<file path="src/rtl/riscv_pkg.sv">
// Shared definitions for the RISC-V core front end: data widths, the
// fetch-state encoding, the fetch queue entry layout and small helpers.
package riscv_pkg;

    localparam int XLEN    = 32;
    localparam int INSTR_W = 32;
    localparam int QDEPTH  = 2;
    localparam int QCNT_W  = 2;

    localparam logic [XLEN-1:0]    PC_STEP = 32'd4;
    localparam logic [INSTR_W-1:0] NOP     = 32'h0000_0000;

    typedef enum logic [0:0] {
        FS_RUN  = 1'b0,
        FS_HALT = 1'b1
    } fetch_state_e;

    typedef struct packed {
        logic [XLEN-1:0]    pc;
        logic [INSTR_W-1:0] instr;
    } fq_entry_t;

    // Force a byte address onto a word boundary.
    function automatic logic [XLEN-1:0] align_word(input logic [XLEN-1:0] addr);
        return {addr[XLEN-1:2], 2'b00};
    endfunction

endpackage

</file>
<file path="src/rtl/instr_fetch_unit_if.sv">
// Bundle of the fetch unit's memory, redirect, status and decode-side
// handshake signals. master = fetch unit, slave = its environment.
interface instr_fetch_unit_if;
    import riscv_pkg::*;

    logic               fetch_en;
    logic [XLEN-1:0]    imem_addr;
    logic [INSTR_W-1:0] imem_rdata;
    logic               redirect;
    logic [XLEN-1:0]    redirect_pc;
    logic               out_valid;
    logic               out_ready;
    logic [INSTR_W-1:0] out_instr;
    logic [XLEN-1:0]    out_pc;
    logic               halted;
    logic               misalign_err;

    modport master (
        input  fetch_en, imem_rdata, redirect, redirect_pc, out_ready,
        output imem_addr, out_valid, out_instr, out_pc, halted, misalign_err
    );

    modport slave (
        output fetch_en, imem_rdata, redirect, redirect_pc, out_ready,
        input  imem_addr, out_valid, out_instr, out_pc, halted, misalign_err
    );

endinterface

</file>
<file path="src/rtl/instr_fetch_unit_fetch_queue.sv">
// Two-entry {pc, instr} FIFO built as a head register plus one tail
// register, so the head feeds decode straight from flops and keeps its
// last contents when the queue drains.
module fetch_queue
    import riscv_pkg::*;
(
    input  logic              clk,
    input  logic              reset,
    input  logic              push,
    input  fq_entry_t         push_data,
    input  logic              pop,
    input  logic              flush,
    output logic [QCNT_W-1:0] count,
    output logic              head_valid,
    output fq_entry_t         head
);

    fq_entry_t         head_r;
    fq_entry_t         tail_r;
    logic [QCNT_W-1:0] count_r;
    fq_entry_t         head_nxt_s;
    fq_entry_t         tail_nxt_s;
    logic [QCNT_W-1:0] count_nxt_s;

    // Next-state of the head/tail registers and occupancy count.
    always_comb begin
        head_nxt_s  = head_r;
        tail_nxt_s  = tail_r;
        count_nxt_s = count_r;
        if (flush) begin
            count_nxt_s = 2'd0;
        end else begin
            case (count_r)
                2'd0: begin
                    if (push) begin
                        head_nxt_s  = push_data;
                        count_nxt_s = 2'd1;
                    end else begin
                        count_nxt_s = 2'd0;
                    end
                end
                2'd1: begin
                    if (push && pop) begin
                        head_nxt_s = push_data;
                    end else if (push) begin
                        tail_nxt_s  = push_data;
                        count_nxt_s = 2'd2;
                    end else if (pop) begin
                        count_nxt_s = 2'd0;
                    end else begin
                        count_nxt_s = 2'd1;
                    end
                end
                2'd2: begin
                    if (pop) begin
                        head_nxt_s = tail_r;
                        if (push) begin
                            tail_nxt_s = push_data;
                        end else begin
                            count_nxt_s = 2'd1;
                        end
                    end else begin
                        count_nxt_s = 2'd2;
                    end
                end
                default: begin
                    count_nxt_s = 2'd0;
                end
            endcase
        end
    end

    // Queue storage and count registers.
    always_ff @(posedge clk) begin
        if (reset) begin
            head_r  <= '{pc: 32'd0, instr: NOP};
            tail_r  <= '{pc: 32'd0, instr: NOP};
            count_r <= 2'd0;
        end else begin
            head_r  <= head_nxt_s;
            tail_r  <= tail_nxt_s;
            count_r <= count_nxt_s;
        end
    end

    assign count      = count_r;
    assign head_valid = (count_r != 2'd0);
    assign head       = head_r;

endmodule

</file>
<file path="src/rtl/instr_fetch_unit.sv">
// Fetch front end: owns the PC, issues one word per cycle into a 2-entry
// queue toward decode, applies execute redirects and stops at PC_LIMIT.
module instr_fetch_unit
    import riscv_pkg::*;
#(
    parameter logic [XLEN-1:0] RESET_PC = 32'h0000_0000,
    parameter logic [XLEN-1:0] PC_LIMIT = 32'd256
) (
    input  logic               clk,
    input  logic               reset,
    instr_fetch_unit_if.master bus
);

    logic [XLEN-1:0]   pc_r;
    logic [XLEN-1:0]   pc_nxt_s;
    fetch_state_e      state_r;
    fetch_state_e      state_nxt_s;
    logic              misalign_r;
    logic              misalign_nxt_s;
    logic [XLEN-1:0]   pc_plus4_s;
    logic [XLEN-1:0]   redirect_tgt_s;
    logic              fire_s;
    logic              deq_s;
    logic [QCNT_W-1:0] q_count_s;
    logic              q_valid_s;
    fq_entry_t         q_head_s;
    fq_entry_t         q_push_s;

    assign pc_plus4_s     = pc_r + PC_STEP;
    assign redirect_tgt_s = align_word(bus.redirect_pc);
    assign deq_s          = q_valid_s & bus.out_ready;
    // Full queue may still accept a word when decode frees the head this cycle.
    assign fire_s         = (state_r == FS_RUN) & bus.fetch_en & ~bus.redirect &
                            ((q_count_s < 2'd2) | deq_s);
    assign q_push_s       = '{pc: pc_r, instr: bus.imem_rdata};

    // PC, fetch state and misalignment flag next-state; redirect wins over fetch.
    always_comb begin
        pc_nxt_s       = pc_r;
        state_nxt_s    = state_r;
        misalign_nxt_s = 1'b0;
        if (bus.redirect) begin
            pc_nxt_s       = redirect_tgt_s;
            state_nxt_s    = (redirect_tgt_s >= PC_LIMIT) ? FS_HALT : FS_RUN;
            misalign_nxt_s = (bus.redirect_pc[1:0] != 2'b00);
        end else if (fire_s) begin
            pc_nxt_s    = pc_plus4_s;
            state_nxt_s = (pc_plus4_s >= PC_LIMIT) ? FS_HALT : state_r;
        end else begin
            pc_nxt_s    = pc_r;
            state_nxt_s = state_r;
        end
    end

    // PC, state and error-pulse registers.
    always_ff @(posedge clk) begin
        if (reset) begin
            pc_r       <= RESET_PC;
            state_r    <= FS_RUN;
            misalign_r <= 1'b0;
        end else begin
            pc_r       <= pc_nxt_s;
            state_r    <= state_nxt_s;
            misalign_r <= misalign_nxt_s;
        end
    end

    fetch_queue u_fetch_queue (
        .clk        (clk),
        .reset      (reset),
        .push       (fire_s),
        .push_data  (q_push_s),
        .pop        (deq_s),
        .flush      (bus.redirect),
        .count      (q_count_s),
        .head_valid (q_valid_s),
        .head       (q_head_s)
    );

    assign bus.imem_addr    = pc_r;
    assign bus.out_valid    = q_valid_s;
    assign bus.out_instr    = q_head_s.instr;
    assign bus.out_pc       = q_head_s.pc;
    assign bus.halted       = (state_r == FS_HALT);
    assign bus.misalign_err = misalign_r;

endmodule

</file>
<file path="src/flat_wrapper.sv">
// flat-port wrapper written by rule: the top's interface ports become plain ports
module instr_fetch_unit_flat import riscv_pkg::*;
#(
    parameter logic [XLEN-1:0] RESET_PC = 32'h0000_0000,
    parameter logic [XLEN-1:0] PC_LIMIT = 32'd256
)
  (clk, reset, bus_fetch_en, bus_imem_rdata, bus_redirect, bus_redirect_pc, bus_out_ready, bus_imem_addr, bus_out_valid, bus_out_instr, bus_out_pc, bus_halted, bus_misalign_err);
  instr_fetch_unit_if bus_i ();
  input  logic clk;
  input  logic reset;
  input wire logic [$bits(bus_i.fetch_en)-1:0] bus_fetch_en;
  input wire logic [$bits(bus_i.imem_rdata)-1:0] bus_imem_rdata;
  input wire logic [$bits(bus_i.redirect)-1:0] bus_redirect;
  input wire logic [$bits(bus_i.redirect_pc)-1:0] bus_redirect_pc;
  input wire logic [$bits(bus_i.out_ready)-1:0] bus_out_ready;
  output wire logic [$bits(bus_i.imem_addr)-1:0] bus_imem_addr;
  output wire logic [$bits(bus_i.out_valid)-1:0] bus_out_valid;
  output wire logic [$bits(bus_i.out_instr)-1:0] bus_out_instr;
  output wire logic [$bits(bus_i.out_pc)-1:0] bus_out_pc;
  output wire logic [$bits(bus_i.halted)-1:0] bus_halted;
  output wire logic [$bits(bus_i.misalign_err)-1:0] bus_misalign_err;
  assign bus_i.fetch_en = bus_fetch_en;
  assign bus_i.imem_rdata = bus_imem_rdata;
  assign bus_i.redirect = bus_redirect;
  assign bus_i.redirect_pc = bus_redirect_pc;
  assign bus_i.out_ready = bus_out_ready;
  assign bus_imem_addr = bus_i.imem_addr;
  assign bus_out_valid = bus_i.out_valid;
  assign bus_out_instr = bus_i.out_instr;
  assign bus_out_pc = bus_i.out_pc;
  assign bus_halted = bus_i.halted;
  assign bus_misalign_err = bus_i.misalign_err;
  instr_fetch_unit #(.RESET_PC(RESET_PC), .PC_LIMIT(PC_LIMIT)) u_core (.clk(clk), .reset(reset), .bus(bus_i));
endmodule
</file>
<file path="config.mk">
export PLATFORM = sky130hd
export DESIGN_NAME = instr_fetch_unit_flat
export DESIGN_NICKNAME = d
export VERILOG_FILES = /design/src/rtl/riscv_pkg.sv /design/src/rtl/instr_fetch_unit_if.sv /design/src/rtl/instr_fetch_unit_fetch_queue.sv /design/src/rtl/instr_fetch_unit.sv /design/src/flat_wrapper.sv
export SDC_FILE = /design/constraint.sdc
export NUM_CORES = 1
export LEC_CHECK = 0
export CAP_MARGIN = 20
export CORE_MARGIN = 10
export CORE_UTILIZATION = 54
export CTS_BUF_LIST = sky130_fd_sc_hd__clkbuf_8
export CTS_CLUSTER_DIAMETER = 80
export DETAILED_ROUTE_END_ITERATION = 6
export PLACE_DENSITY = 0.86
export REMOVE_ABC_BUFFERS = 1
export SLEW_MARGIN = 30
export SYNTH_ARGS = -nofsm -noshare
export SYNTH_HDL_FRONTEND = slang
export SYNTH_HIERARCHICAL = 1
export SYNTH_SLANG_ARGS = --single-unit
</file>
<file path="constraint.sdc">
create_clock -name clk -period 3.1 [get_ports clk]
set_input_delay 0.31 -clock clk [delete_from_list [all_inputs] [get_ports clk]]
set_output_delay 0.31 -clock clk [all_outputs]
set_load 0.005 [all_outputs]
</file>
# After elaboration in Yosys (flattened, before gate mapping)
# Cells that the tools add are included.
# word_totals
regBits	164
wordCells	62
output_inout_bits	99
input_bits	69
# classes
bitwise_logic	7
n_mux	21
add_sub_neg	1
order_cmp	3
eq_ne	7
reduce_logical	14
# op_table
operator	n
2-to-1 mux 64 bit	6
case mux 64 bit (3 select lines)	1
case mux 64 bit (2 select lines)	1
greater-or-equal comparator 32 x 9 -> 1 bit, second input constant	2
2-to-1 mux 32 bit	2
adder 32 x 3 -> 32 bit, second input constant	1
nonzero test 2 bit	5
2-to-1 mux 2 bit	4
2-to-1 mux 1 bit	6
inequality test 2 bit, second input constant	3
case mux 2 bit (3 select lines)	1
AND reduction 5 bit	1
AND 1 bit	4
AND reduction 2 bit	2
AND reduction 4 bit	1
OR reduction 2 bit	2
inequality test 3 bit, second input constant	1
nonzero test 3 bit	1
equality test 2 x 1 -> 1 bit, second input constant	1
equality test 2 bit, second input constant	1
logical NOT 2 bit	1
less-than comparator 2 bit, second input constant	1
inequality test 2 x 1 -> 1 bit, second input constant	1
inverter 1 bit	2
2 further kinds	2

# Logic depth before layout (Yosys ltp)
# logic_depth
depth_word	7
mapped_depth	12
mapped_depth_nobuf	9

# By module
# Netlist, hierarchy kept.
# by_module_without_submodules
mod	area_each_um2	cells_each	n_inst	seq_area_each_um2
fetch_queue	6267.3	666	1	2602.5
instr_fetch_unit	2292.2	332	1	640.6

# Least setup slack after synthesis
# No wires, ideal clock.
# synth_path
kind	register -> register
start	reg u_core.u_fetch_queue.count_r[1] (netlist: u_core/u_fetch_queue/count[1])
end	reg u_core.u_fetch_queue.head_r, in the netlist u_core/u_fetch_queue/head[16]
path_buffers	3
required_ns	2.957
synth_period_minus_slack_ns	2.644
arrival_time_ns	2.501
path_stages_with_launch	13
slack_ns	0.456
setup_ns	0.143
cell_sequence	dfxtp_1 > or2_2 > and2_1 > o21ai_0 > or3_1 > inv_1 > clkbuf_1 > nor2b_1 > a21oi_2 > buf_2 > buf_2 > o21ai_1 > o41ai_2
# synth_between
elab_chain_cells	7
word_cells_on_any_way	15
cone_classes	order compare: 1; eq/ne: 5; mux: 1; bitwise: 3; reduce/logical: 5
# synth_lines
item	line_no	text
start, declared	instr_fetch_unit_fetch_queue.sv:20	logic [QCNT_W-1:0] count_r;
start signal, assigned	instr_fetch_unit_fetch_queue.sv:82	count_r <= count_nxt_s;
nonzero test 2 bit *	instr_fetch_unit_fetch_queue.sv:87	assign head_valid = (count_r != 2'd0);
named net bus_out_valid	flat_wrapper.sv:17	output wire logic [$bits(bus_i.out_valid)-1:0] bus_out_valid;
AND 1 bit *	instr_fetch_unit.sv:31	assign deq_s = q_valid_s & bus.out_ready;
named net u_core.deq_s	instr_fetch_unit.sv:23	logic deq_s;
bitwise OR 1 bit *	instr_fetch_unit.sv:34	((q_count_s < 2'd2) | deq_s);
AND 1 bit *	instr_fetch_unit.sv:33	assign fire_s = (state_r == FS_RUN) & bus.fetch_en & ~bus.redirect &
named net u_core.fire_s	instr_fetch_unit.sv:22	logic fire_s;
logical AND 1 bit	instr_fetch_unit_fetch_queue.sv:43	if (push && pop) begin
inequality test 2 bit (no line)	--	
AND reduction 5 bit (no line) *	--	
end signal, assigned	instr_fetch_unit_fetch_queue.sv:76	head_r <= '{pc: 32'd0, instr: NOP};
end signal, assigned	instr_fetch_unit_fetch_queue.sv:80	head_r <= head_nxt_s;
end, declared	instr_fetch_unit_fetch_queue.sv:18	fq_entry_t head_r;
# The timed path passes the listed nets; every way through them passes the cells marked *.
# A chain may end at the register's enable or synchronous reset.

# Worst setup path after layout
# layout_path
start	reg u_core.pc_r[2] (netlist: u_core/bus.imem_addr[2])
end	reg u_core.state_r (netlist: u_core/bus.halted)
# layout_between
elab_chain_cells	4
# layout_lines
item	line_no	text
start, declared	instr_fetch_unit.sv:14	logic [XLEN-1:0] pc_r;
start signal, assigned	instr_fetch_unit.sv:62	pc_r <= pc_nxt_s;
adder 32 x 3 -> 32 bit	instr_fetch_unit.sv:29	assign pc_plus4_s = pc_r + PC_STEP;
greater-or-equal comparator 32 x 9 -> 1 bit	instr_fetch_unit.sv:48	state_nxt_s = (pc_plus4_s >= PC_LIMIT) ? FS_HALT : state_r;
nonzero test 2 bit (no line)	--	
AND reduction 2 bit (no line)	--	
end signal, assigned	instr_fetch_unit.sv:63	state_r <= state_nxt_s;
end, declared	instr_fetch_unit.sv:16	fetch_state_e state_r;
# Every way passes these cells.

==> results by group <==
Logic synthesis
  • Mean Syn Cell Area: 8.58 µm²
  • Post-Syn Instances: 998
  • Seq cells post-synth: ~160
  • Biggest area consumer among synthesized cells: dfxtp_1
  • Sequential-to-total area share from yosys stat: 0.379
  • Most instantiated library cell after synthesis: dfxtp_1
  • FFs w/ async S/R, synth: 0
  • Top-area cell type share of the netlist area: 0.379
  • Largest cells by area after synthesis: dfxtp_1, o41ai_2, mux2i_1
  • Post-synthesis cell area: between 8000 and 9000 µm²
  • Yosys warns: 6
  • Synth cell count leaders: dfxtp_1, nand2_1, a21oi_1, nor2b_1, mux2i_1
  • EDFF count, synth: 0
  • Top FF cell, synth: dfxtp_1
  • Synth cell types: 57

Final layout
  • ANT cells: 0
  • Final-stage net count: approximately 1200
  • Multi-input logic area: around 4800 µm²
  • Fill cells: 1221
  • Area growth syn-to-layout: 25.4%
  • Flip-flop and latch area: 3240 µm²
  • Layout cell share with drive strength beyond 1: 0.119
  • Final core occ: 0.698
  • Post-Layout Cell Count: between 1000 and 1500

Placed design
  • I/O Buffers: roughly 170
  • Dpl cells: roughly 1300
  • Dpl hpwl: about 16 mm
  • Placer Congestion: between 0.8 and 0.9

Floorplanning
  • Row count: 45
  • Chip Width: around 150 µm
  • Die Span Y: ~150 µm
  • I/O Pins: 168
  • Initial core utilization: 0.557
  • Die area: 21300 µm²
  • Core area: roughly 15000 µm²

Power
  • Pwr Total: between 4000 and 5000 µW
  • Static leakage: roughly 0.0042 µW
  • Pwr Density: 402 nW/µm²
  • Maximum vdd ir drop: 0.000256 V

Clock tree
  • Resized Gates After CTS: 0
  • Clk slew on worst S/H paths: ~0.090 ns
  • Sink Count: between 150 and 200
  • Post-CTS Repair Setup Buffers: 0
  • CTS Root Buffer Type: clkbuf_8
  • # hold bufs at CTS: 0
  • CTS tree: yes
  • Htree depth: 4
  • Max clock buf depth: 2
  • Worst-Skew Late Latency: about 0.45 ns
  • Num CTS Buffers: 17

Global route
  • Total congestion overflow: 0
  • Vias in the first global route: between 7000 and 8000
  • Antenna violations before repair: 0
  • First-pass GRT wire length: roughly 39 mm
  • GRT Total Usage: 0.214
  • Largest net degree at the start of global routing: just over 100

Timing
  • Slew headroom: 0.428
  • Worst slew pin tran: approximately 0.86 ns
  • Max Clk Rate: roughly 340 MHz
  • Clock skew: around 0.0084 ns
  • Tcrit/Tclk final: 0.936
  • Final Slew Violations: 0
  • Setup violations, final: 0
  • Final hold viol count: 0
  • RSZ-0062 raised after global routing: false
  • Fin Setup TNS: 0 ns
  • Post-layout min period: 2.90 ns

Routing
  • DR vias: around 7900
  • Drt via density: 5.87
  • Drt drc: 0
  • Final Routed Wirelength: between 20 and 25 mm
  • DRT antenna net count: 0
  • DRT Pass-1 Iters: 5
  • DRT iter0 DRCs: 630
  • Routed len/inst: 17.6 µm

Setup path
  • Internal reg-to-reg setup slack: 0.20 ns
  • Crit path DAT: 3.24 ns
  • Setup CP Type: flip-flop to flip-flop
  • Endpoint type of the worst setup path: flip-flop
  • Worst EP required: 3.43 ns
  • Critical path startpoint category: flip-flop
  • Critical Path Fanout Max: 9

Job
  • Max-cap violation count: 0

Worst hold path
  • HP Class: input port to flip-flop

Run status
  • Status: completed
flip-flops by register name, indices dropped and copies added, names as in the netlist:
signal / count
u_core/u_fetch_queue/tail_r: 64
u_core/bus.imem_addr: 30
u_core/u_fetch_queue/count: 2
u_core/bus.misalign_err: 1
u_core/u_fetch_queue/head: 64
u_core/bus.halted: 1
area by class of cell:
type	instances	area share
repair buffers	193	0.183
clock buffers	18	0.0231
multi-input cells	740	0.451
clock inverters	14	0.0145
well taps	211	0.0246
flip-flops and latches	162	0.302
inverters	3	0.00105
critical path, stage by stage (launching register included):
cell	delay, ns
dfxtp_1	0.51
ha_1	0.26
nand3_1	0.20
or4_4	0.49
or3_1	0.49
or3b_1	0.38
mux2_4	0.26
o21ai_2	0.10
a31oi_1	0.08
cell usage in the layout, fill, tap and decap left out, types with 3 or more instances in the layout:
cell,Yosys,final
xor2_1,5,5
clkbuf_8,0,19
and2_1,6,6
o21ai_0,30,30
buf_12,0,8
xnor2_1,6,6
clkinvlp_4,0,5
o21ai_1,64,64
a21oi_1,104,104
nand2_1,160,160
and3_1,6,6
nand4_1,9,9
nor2b_1,68,68
buf_4,7,20
dfxtp_1,162,162
nand3_1,11,11
a221oi_1,8,8
inv_1,3,4
o41ai_2,56,56
nor2_1,41,39
a22oi_1,8,8
clkdlybuf4s50_1,0,163
nor4_1,15,15
mux2i_1,66,66
nor3_1,19,19
o41ai_1,8,8
conb_1,1,6
or3_1,3,3
a31oi_1,6,6
routing by layer:
metal | routed length [µm] | up-vias | global-route usage
li1 | - | 3823 | -
met2 | 11100 | 316 | 0.352
met3 | 1950 | 25 | 0.0559
met1 | 10200 | 3703 | 0.272
met5 | 0 | - | 0
met4 | 325 | 0 | 0.0516
path summary, 6_finish.rpt:
kind / depth (start not counted) / end / start
min reg2reg: 2 / u_core/u_fetch_queue/tail_r[37] / u_core/u_fetch_queue/tail_r[37]
max: 8 / u_core/bus.halted / u_core/bus.imem_addr[2]
max reg2reg: 8 / u_core/bus.halted / u_core/bus.imem_addr[2]
min: 2 / u_core/bus.misalign_err / bus_redirect
report_power, final:
group	switching (µW)	total, µW	internal (µW)
registers	62.2	2180	2120
logic	292	553	261
clock network	825	1570	748
logic make-up after synthesis:
| family | share of synthesized area |
|---|---|
| AOI/OAI and AO/OA | 0.266 |
| xor gates and xnor gates | 0.0113 |
| adders and majority gates | 0.00146 |
| buffers and inverters | 0.0601 |
| DFF | 0.379 |
| muxes | 0.0789 |
| other | 0.000438 |
| and+or+nand+nor | 0.203 |
per-stage QoR:
stage          hold WS (ns)  worst slack (ns)  instance area (µm²)
6_report              0.326             0.199                10700
5_1_grt               0.341            0.0417                10700
4_1_cts               0.309             0.223                10700
3_5_place_dp          0.446             0.175                10300
3_3_place_gp          0.440             0.210                10300
2_1_floorplan         0.379             -3.38                 8080
(Power assumes the default switching activity.)
